`src/rtl/flop_test_pkg.sv`:
```
// Shared types, constants and LFSR step helper for capture-flop stimulus/check blocks.
package flop_test_pkg;

   typedef enum logic [1:0] {
      IDLE  = 2'd0,
      RUN   = 2'd1,
      DRAIN = 2'd2,
      DONE  = 2'd3
   } fsm_state_t;

   localparam int unsigned DRAIN_CYCLES = 2;
   localparam int unsigned ERR_CNT_W    = 16;
   localparam int unsigned LFSR_MAX_W   = 64;

   // Galois step on a zero-extended state; callers truncate back to their width.
   function automatic logic [LFSR_MAX_W-1:0] lfsr_next(input logic [LFSR_MAX_W-1:0] s,
                                                       input logic [LFSR_MAX_W-1:0] taps);
      return (s >> 1) ^ (s[0] ? taps : '0);
   endfunction

endpackage

```
`src/rtl/lfsr_gen.sv`:
```
// Galois LFSR with seed load and step enable; state is the registered output.
module lfsr_gen
   import flop_test_pkg::*;
#(
   parameter int unsigned     WIDTH = 8,
   parameter logic [WIDTH-1:0] SEED  = WIDTH'(1),
   parameter logic [WIDTH-1:0] TAPS  = WIDTH'(8'hB8)
) (
   input  logic             clk,
   input  logic             reset,
   input  logic             load,
   input  logic             step,
   output logic [WIDTH-1:0] state
);

   localparam logic [WIDTH-1:0] SEED_NZ = (SEED == '0) ? WIDTH'(1) : SEED;

   // Resets to zero so a downstream consumer sees a quiet value until the first load.
   always_ff @(posedge clk) begin
      if (reset) begin
         state <= '0;
      end else if (load) begin
         state <= SEED_NZ;
      end else if (step) begin
         state <= WIDTH'(lfsr_next(LFSR_MAX_W'(state), LFSR_MAX_W'(TAPS)));
      end
   end

endmodule

```
`src/rtl/flop_stim_check.sv`:
```
// Drives an LFSR vector stream into a capture flop and checks its output one cycle later.
module flop_stim_check
   import flop_test_pkg::*;
#(
   parameter int unsigned      WIDTH       = 8,
   parameter int unsigned      NUM_VECTORS = 16,
   parameter logic [WIDTH-1:0] SEED        = WIDTH'(8'h01),
   parameter logic [WIDTH-1:0] TAPS        = WIDTH'(8'hB8)
) (
   input  logic                 clk,
   input  logic                 reset,
   input  logic                 start,
   output logic [WIDTH-1:0]     a,
   input  logic [WIDTH-1:0]     q,
   output logic                 busy,
   output logic                 done,
   output logic                 pass,
   output logic [ERR_CNT_W-1:0] err_count,
   output logic [ERR_CNT_W-1:0] first_err_idx,
   output logic [WIDTH-1:0]     first_err_data
);

   localparam int unsigned DRAIN_W = (DRAIN_CYCLES > 1) ? $clog2(DRAIN_CYCLES) : 1;

   fsm_state_t           state, state_nxt;
   logic [ERR_CNT_W-1:0] cur_idx;
   logic [DRAIN_W-1:0]   drain_cnt;
   logic [WIDTH-1:0]     exp_data;
   logic                 exp_v;
   logic [ERR_CNT_W-1:0] exp_idx;

   logic                 start_ok;
   logic                 last_issue;
   logic                 drain_last;
   logic                 mismatch;
   logic                 lfsr_load;
   logic                 lfsr_step;
   logic                 a_live;
   logic [ERR_CNT_W-1:0] err_count_nxt;
   logic                 busy_nxt;
   logic                 done_nxt;
   logic                 pass_nxt;

   assign start_ok   = start && ((state == IDLE) || (state == DONE));
   assign last_issue = ((17'(cur_idx) + 17'd2) == 17'(NUM_VECTORS));
   assign drain_last = (drain_cnt == DRAIN_W'(DRAIN_CYCLES - 1));
   assign mismatch   = exp_v && (q != exp_data);

   lfsr_gen #(
      .WIDTH (WIDTH),
      .SEED  (SEED),
      .TAPS  (TAPS)
   ) u_lfsr (
      .clk   (clk),
      .reset (reset),
      .load  (lfsr_load),
      .step  (lfsr_step),
      .state (a)
   );

   always_ff @(posedge clk) begin
      if (reset) state <= IDLE;
      else        state <= state_nxt;
   end

   always_comb begin
      state_nxt = state;
      unique case (state)
         IDLE, DONE: if (start) state_nxt = (NUM_VECTORS == 1) ? DRAIN : RUN;
         RUN:        if (last_issue) state_nxt = DRAIN;
         DRAIN:      if (drain_last) state_nxt = DONE;
         default:    state_nxt = IDLE;
      endcase
   end

   // The vector on a is live for every RUN cycle plus the first DRAIN cycle.
   always_comb begin
      lfsr_load     = 1'b0;
      lfsr_step     = 1'b0;
      a_live        = 1'b0;
      err_count_nxt = err_count;
      busy_nxt      = 1'b0;
      done_nxt      = 1'b0;
      pass_nxt      = 1'b0;

      lfsr_load = start_ok;
      lfsr_step = (state == RUN);
      a_live    = (state == RUN) || ((state == DRAIN) && (drain_cnt == '0));

      if (start_ok) begin
         err_count_nxt = '0;
      end else if (mismatch && (err_count != '1)) begin
         err_count_nxt = err_count + ERR_CNT_W'(1);
      end

      busy_nxt = (state_nxt == RUN) || (state_nxt == DRAIN);
      done_nxt = (state_nxt == DONE);
      pass_nxt = done_nxt && (err_count_nxt == '0);
   end

   always_ff @(posedge clk) begin
      if (reset) begin
         cur_idx        <= '0;
         drain_cnt      <= '0;
         exp_data       <= '0;
         exp_v          <= 1'b0;
         exp_idx        <= '0;
         err_count      <= '0;
         first_err_idx  <= '1;
         first_err_data <= '0;
         busy           <= 1'b0;
         done           <= 1'b0;
         pass           <= 1'b0;
      end else begin
         busy      <= busy_nxt;
         done      <= done_nxt;
         pass      <= pass_nxt;
         err_count <= err_count_nxt;
         exp_data  <= a;
         exp_v     <= a_live;
         exp_idx   <= cur_idx;
         drain_cnt <= (state == DRAIN) ? drain_cnt + DRAIN_W'(1) : '0;

         if (start_ok)            cur_idx <= '0;
         else if (state == RUN)   cur_idx <= cur_idx + ERR_CNT_W'(1);

         // A zero count before this compare marks the first mismatch of the run.
         if (start_ok) begin
            first_err_idx  <= '1;
            first_err_data <= '0;
         end else if (mismatch && (err_count == '0)) begin
            first_err_idx  <= exp_idx;
            first_err_data <= q;
         end
      end
   end

endmodule

```
`config.mk`:
```
export PLATFORM = sky130hd
export DESIGN_NAME = flop_stim_check
export DESIGN_NICKNAME = d
export VERILOG_FILES = /design/src/rtl/flop_test_pkg.sv /design/src/rtl/lfsr_gen.sv /design/src/rtl/flop_stim_check.sv
export SDC_FILE = /design/constraint.sdc
export NUM_CORES = 1
export LEC_CHECK = 0
export CELL_PAD_IN_SITES_DETAIL_PLACEMENT = 1
export CELL_PAD_IN_SITES_GLOBAL_PLACEMENT = 1
export CORE_ASPECT_RATIO = 1.2
export CORE_UTILIZATION = 51
export DETAILED_ROUTE_END_ITERATION = 12
export DONT_BUFFER_PORTS = 1
export PLACE_DENSITY_LB_ADDON = 0.12
export SLEW_MARGIN = 20
export SYNTH_ARGS = -nofsm -noshare
export SYNTH_HDL_FRONTEND = slang
export SYNTH_HIERARCHICAL = 1
export SYNTH_SLANG_ARGS = --single-unit
export TNS_END_PERCENT = 100
```
`constraint.sdc`:
```
create_clock -name clk -period 4.75 [get_ports clk]
set_input_delay 0.475 -clock clk [delete_from_list [all_inputs] [get_ports clk]]
set_output_delay 0.475 -clock clk [all_outputs]
set_load 0.02 [all_outputs]
```
-- Word level (Yosys, flattened, before mapping)
Index checks and enable logic that the tools add are counted.
- flip-flop bits (word level): 95
- bits of input ports: 11
- output and inout port bits: 51
- logic and storage cells: 55
- $add $sub $neg: 4
- eq/ne operators: 9
- mux-type cells: 9
- bitwise operators: 3
- reductions and logical operators: 16
- operators by type and width (kind ; number):
    $add 16x1->16 const B ; 2
    $logic_not 16->1 ; 2
    $mux 16 ; 2
    $add 16x2->17 const B ; 1
    $eq 17x5->1 const B ; 1
    $ne 16x16->1 const B ; 1
    $eq 2x2->1 const B ; 4
    $mux 8 ; 1
    $ne 8x8->1 ; 1
    $xor 7x8->8 ; 1
    $logic_and 1x1->1 ; 6
    $mux 2 ; 3
    $pmux 2 s3 ; 1
    $reduce_or 2->1 ; 3
    $eq 2x1->1 const B ; 2
    $logic_or 1x1->1 ; 3
    $logic_not 2->1 ; 1
    $mux 1 ; 2
    $not 1->1 ; 2
    $reduce_bool 2->1 ; 1
    $add 1x1->1 const B ; 1

-- Longest topological paths before layout
- depth after elaboration: 7
- gate-level depth with buffers: 13
- gate-level depth less buffers: 11

-- Cells and area by module
Netlist, hierarchy kept.
- modules (own cells, without submodules) (module ; instances ; cells each ; area each (µm²) ; sequential area each (µm²)):
    flop_stim_check ; 1 ; 428 ; 3852.4 ; 1741.7
    lfsr_gen ; 1 ; 32 ; 317.8 ; 160.2

-- Worst setup path after synthesis
No wires, ideal clock.
- path type: flip-flop to flip-flop
- start point: register cur_idx[3]
- end point: register pass
- setup time: 0.061 ns
- arrival time: 2.475 ns
- setup slack: 2.214 ns
- stages on the path, launching flop included: 12
- path buffers: 2
- cells stage by stage: dfxtp_1 buf_2 nand3_4 or3_1 clkbuf_2 or3_1 a211oi_2 nor3_1 nor4_1 ha_1 nor2b_1 and4_1
- cells in the longest elaborated chain, start to end: 6
- RTL lines (what ; line ; source):
    start: declaration ; flop_stim_check.sv:26 ; logic [ERR_CNT_W-1:0] cur_idx;
    start signal: assignment ; flop_stim_check.sv:125 ; else if (state == RUN) cur_idx <= cur_idx + ERR_CNT_W'(1);
    $add 16x2->17 ; flop_stim_check.sv:45 ; assign last_issue = ((17'(cur_idx) + 17'd2) == 17'(NUM_VECTORS));
    $eq 17x5->1 ; flop_stim_check.sv:45 ;
    $mux 2 ; flop_stim_check.sv:70 ; RUN: if (last_issue) state_nxt = DRAIN;
    $pmux 2 s3 ; flop_stim_check.sv:68 ; unique case (state)
    via state_nxt[1] ; flop_stim_check.sv:25 ; fsm_state_t state, state_nxt;
    $eq 2x2->1 ; flop_stim_check.sv:97 ; done_nxt = (state_nxt == DONE);
    via done_nxt ; flop_stim_check.sv:41 ; logic done_nxt;
    $logic_and 1x1->1 ; flop_stim_check.sv:98 ; pass_nxt = done_nxt && (err_count_nxt == '0);
    end signal: assignment ; flop_stim_check.sv:117 ; pass <= pass_nxt;
    end: declaration ; flop_stim_check.sv:17 ; output logic pass,
The timed path passes the listed nets, and every way through them passes these cells.
A chain may end at the register's enable or synchronous reset.

-- Worst setup path after layout
- start point: register err_count[0]
- end point: register pass
- cells in the longest elaborated chain, start to end: 6
- elaborated cells on any way between the ends: 7
- RTL lines (what ; line ; source):
    start: declaration ; flop_stim_check.sv:18 ; output logic [ERR_CNT_W-1:0] err_count,
    start signal: assignment ; flop_stim_check.sv:118 ; err_count <= err_count_nxt;
    branches (longest 2 deep; another with $add 16x1->16) ; -- ;
    $mux 16 (*) ; flop_stim_check.sv:92 ; end else if (mismatch && (err_count != '1)) begin
    $mux 16 (*) ; flop_stim_check.sv:90 ; if (start_ok) begin
    $logic_not 16->1 (*) ; flop_stim_check.sv:98 ;
    $logic_and 1x1->1 (*) ; flop_stim_check.sv:98 ;
Mark *: on every way between the ends.

==> metrics.txt <==
# TYPE chip_impl_metric gauge
chip_impl_info{name="run_status",value="finished, violations left"} 1
chip_impl_info{name="failed_checks",value="design-rule violations"} 1
chip_impl_metric{name="grt_use_total",unit="%"} 22.4
chip_impl_metric{name="total_power",unit="mW"} 1.47
chip_impl_metric{name="drt_drc_violations_left",unit=""} 8
chip_impl_metric{name="post_synth_instance_area",unit="mm²"} 0.00417
chip_impl_metric{name="vdd.ir_drop.worst",unit="mV"} 0.157
chip_impl_info{name="synth-main-ff-cell",value="sky130_fd_sc_hd__dfxtp_1"} 1
chip_impl_metric{name="post_dp_cell_area",unit="mm²"} 0.00420
chip_impl_metric{name="diodes",unit=""} 0
chip_impl_metric{name="switching_share",unit="%"} 26.6
chip_impl_metric{name="yosysSeqAreaShare",unit="%"} 45.6
chip_impl_metric{name="cts_num_sinks",unit=""} 95
chip_impl_metric{name="clk_path_buf_depth",unit=""} 2
chip_impl_metric{name="clock_insertion_delay_worst_skew",unit="ps"} 360
chip_impl_metric{name="post-synth-top-area-fraction",unit="%"} 45.6
chip_impl_metric{name="clkTransAtPathRegs",unit="ps"} 90
chip_impl_metric{name="post_synth_inst_count",unit=""} 460
chip_impl_metric{name="yosysWarningCount",unit=""} 6
chip_impl_metric{name="post-cts-setup-buffers",unit=""} 0
chip_impl_metric{name="setup_tns",unit="ps"} 0
chip_impl_metric{name="dr_iter_0_viols",unit=""} 116
chip_impl_info{name="grt_setup_unrepaired",value="false"} 1
chip_impl_metric{name="power.clock.fraction",unit="%"} 33.5
chip_impl_metric{name="syn_area_per_cell",unit="µm²"} 9.07
chip_impl_metric{name="regArea",unit="mm²"} 0.00190
chip_impl_metric{name="final.period_utilization",unit="%"} 64.6
chip_impl_metric{name="intPower",unit="mW"} 1.08
chip_impl_metric{name="per_cell_routed_wire_length",unit="µm"} 16.9
chip_impl_metric{name="grt_start_max_net_pins",unit=""} 41
chip_impl_info{name="holdCritPathClass",value="in2reg"} 1
chip_impl_metric{name="number_of_filler_cells_placed_in_the_layout",unit=""} 912
chip_impl_metric{name="cts_resized",unit=""} 0
chip_impl_metric{name="placement.io_buffers",unit=""} 0
chip_impl_metric{name="final.hold.worst_slack",unit="ps"} 176
chip_impl_metric{name="post-place-ws",unit="ps"} 1720
chip_impl_metric{name="wire_length_of_the_first_global_routing_pass",unit="mm"} 15.0
chip_impl_metric{name="dp.final_hpwl",unit="mm"} 6.37
chip_impl_metric{name="power_density",unit="mW/mm²"} 335
chip_impl_metric{name="power_spent_charging_and_discharging_nets",unit="mW"} 0.389
chip_impl_metric{name="routed-via-count",unit=""} 3138
chip_impl_metric{name="number_of_antenna_violations_at_the_first_check_in_global_routing",unit=""} 0
chip_impl_info{name="synth.area.top_cells",value="sky130_fd_sc_hd__dfxtp_1, sky130_fd_sc_hd__mux2i_1, sky130_fd_sc_hd__xnor2_1"} 1
chip_impl_metric{name="final_design_area_no_fill",unit="mm²"} 0.00438
chip_impl_info{name="cts-root-buf",value="sky130_fd_sc_hd__clkbuf_8"} 1
chip_impl_metric{name="grt_remaining_overflow",unit=""} 0
chip_impl_metric{name="first_global_vias",unit=""} 3134
chip_impl_metric{name="globalplace.congestion",unit=""} 0.842
chip_impl_metric{name="dieWidth",unit="µm"} 84.5
chip_impl_metric{name="drive_gt1_share",unit="%"} 5.52
chip_impl_info{name="yosysMostFrequentCell",value="sky130_fd_sc_hd__dfxtp_1"} 1
chip_impl_info{name="critical_path.endpoint_type",value="flip-flop"} 1
chip_impl_info{name="tritoncts",value="yes"} 1
chip_impl_metric{name="ys_types",unit=""} 46
chip_impl_metric{name="cts-buffers-inserted",unit=""} 9
chip_impl_info{name="critical_path.startpoint_type",value="flip-flop"} 1
chip_impl_metric{name="maxCapViolCount",unit=""} 0
chip_impl_metric{name="design.core.area",unit="mm²"} 0.00779
chip_impl_info{name="path_class",value="reg2reg"} 1
chip_impl_metric{name="die_height",unit="µm"} 101
chip_impl_metric{name="worst_clock_skew",unit="ps"} 9.47
chip_impl_metric{name="crit_fanout",unit=""} 12
chip_impl_info{name="synth_largest_area_cell",value="sky130_fd_sc_hd__dfxtp_1"} 1
chip_impl_metric{name="max-slew-margin-rel",unit="%"} 40.2
chip_impl_metric{name="crit_path_time_final",unit="ps"} 3070
chip_impl_metric{name="comb_power_share",unit="%"} 8.1
chip_impl_metric{name="synth_enable_flop_cells",unit=""} 0
chip_impl_metric{name="first_pass_iters",unit=""} 9
chip_impl_metric{name="number_of_hold_violations_in_the_final_report",unit=""} 0
chip_impl_metric{name="nNetsFinal",unit=""} 469
chip_impl_metric{name="finalSetupViolCount",unit=""} 0
chip_impl_metric{name="final_core_utilization",unit="%"} 56.2
chip_impl_metric{name="area_growth",unit="%"} 5.07
chip_impl_metric{name="p_leak",unit="nW"} 1.66
chip_impl_metric{name="multi_input_logic_area",unit="mm²"} 0.00211
chip_impl_info{name="synth.cells.most_frequent",value="sky130_fd_sc_hd__dfxtp_1, sky130_fd_sc_hd__nor2_1, sky130_fd_sc_hd__nand2_1"} 1
chip_impl_metric{name="synth-seq-cells",unit=""} 95
chip_impl_metric{name="async_reset_ff_share",unit="%"} 0
chip_impl_metric{name="critPathRequiredTime",unit="ps"} 5050
chip_impl_metric{name="critPathArrivalTime",unit="ps"} 3370
chip_impl_metric{name="cts_hold_buffers_added",unit=""} 0
chip_impl_metric{name="total_die_area",unit="mm²"} 0.00854
chip_impl_metric{name="stdcell_count",unit=""} 545
chip_impl_metric{name="max_slew.worst_pin.slew",unit="ps"} 897
chip_impl_metric{name="num_rows",unit=""} 35
chip_impl_metric{name="vias_per_cell",unit=""} 5.76
chip_impl_metric{name="drtAntennaViolNets",unit=""} 0
chip_impl_metric{name="synth_fp_nets",unit=""} 480
chip_impl_metric{name="start_util",unit="%"} 53.5
chip_impl_metric{name="pin_count",unit=""} 62
chip_impl_metric{name="timing.fmax",unit="MHz"} 326
chip_impl_metric{name="setup_ws_final",unit="ps"} 1680
chip_impl_metric{name="p_seq_share",unit="%"} 58.4
chip_impl_metric{name="final-max-slew-violation-count",unit=""} 0
chip_impl_metric{name="htree_levels",unit=""} 3
chip_impl_metric{name="placedCellCount",unit=""} 530
chip_impl_metric{name="drt-total-wl",unit="mm"} 9.21
-- cell type report --
type | count | share of cell area [%]
Multi-Input combinational cell | 328 | 48.3
Sequential cell | 95 | 43.4
Clock buffer | 11 | 3.23
Tap cell | 92 | 2.63
Inverter | 11 | 0.942
Clock inverter | 4 | 0.857
Timing Repair Buffer | 4 | 0.685
-- final timing paths --
kind | start | to | slack (ps) | depth (start not counted)
hold / removal | reset | exp_data[4] | 180 | 1
setup reg to reg | err_count[0] | pass | 1680 | 9
setup / recovery | err_count[0] | pass | 1680 | 9
hold reg to reg | drain_cnt | drain_cnt | 450 | 1
-- registers in the layout, indices dropped and copies added, names as in the netlist, 2 cells and up --
name / flops
exp_data: 8
first_err_data: 8
cur_idx: 16
first_err_idx: 16
u_lfsr/state: 8
state: 2
err_count: 16
exp_idx: 16
-- cell usage in the layout, fill, tap and decap left out, drive strengths merged, types with 7 or more instances in the layout --
cell type and instances:
mux2i 34, nor4 7, nand3 14, xnor2 27, a211oi 8, dfxtp 95, nor3 11, nand2 45
o21ai 9, clkbuf 11, inv 14, nand4 10, nor2 60, xor2 19, nor2b 25, ha 9
a21oi 9
-- cells by family (layout without fill, tap and decap cells) --
| kind of cell | count (synthesis) | count (layout) | share of synthesized area [%] |
|---|---|---|---|
| flip-flops | 95 | 95 | 45.6 |
| AO/OA/AOI/OAI | 39 | 39 | 6.21 |
| XOR/XNOR | 46 | 46 | 9.66 |
| buffers and inverters | 37 | 30 | 3.75 |
| adder cells (fa/ha/maj) | 9 | 9 | 2.70 |
| multiplexers | 34 | 34 | 8.16 |
| AND/OR/NAND/NOR | 200 | 200 | 23.9 |
-- power groups by stage --
stage / registers [mW] / logic [mW] / clock network [mW]
final: 0.856 / 0.119 / 0.491
after global routing: 0.859 / 0.131 / 0.543
after CTS: 0.856 / 0.120 / 0.510
after detailed placement: 0.875 / 0.119 / 0
after global placement: 0.874 / 0.112 / 0
after floorplan: 0.867 / 0.0989 / 0
-- worst max-delay path, cell delays in order (launching register included) --
cell and delay [ps]:
sky130_fd_sc_hd__dfxtp_1 450, sky130_fd_sc_hd__ha_1 340, sky130_fd_sc_hd__nand4_1 280, sky130_fd_sc_hd__nor4_2 80
sky130_fd_sc_hd__buf_4 180, sky130_fd_sc_hd__nor2_1 550, sky130_fd_sc_hd__nand3_1 240, sky130_fd_sc_hd__mux2i_1 170
sky130_fd_sc_hd__o41ai_1 470, sky130_fd_sc_hd__and4_1 240
-- layer usage --
metal  vias up  track usage [%]  share of wire (%)
met1      1523             25.0                 43
met2        68             41.1                 52
met5         -                0                  0
met4         0             8.87                1.6
met3        11             5.00                4.2
li1       1536                -                  -
(Power assumes the default switching activity.)
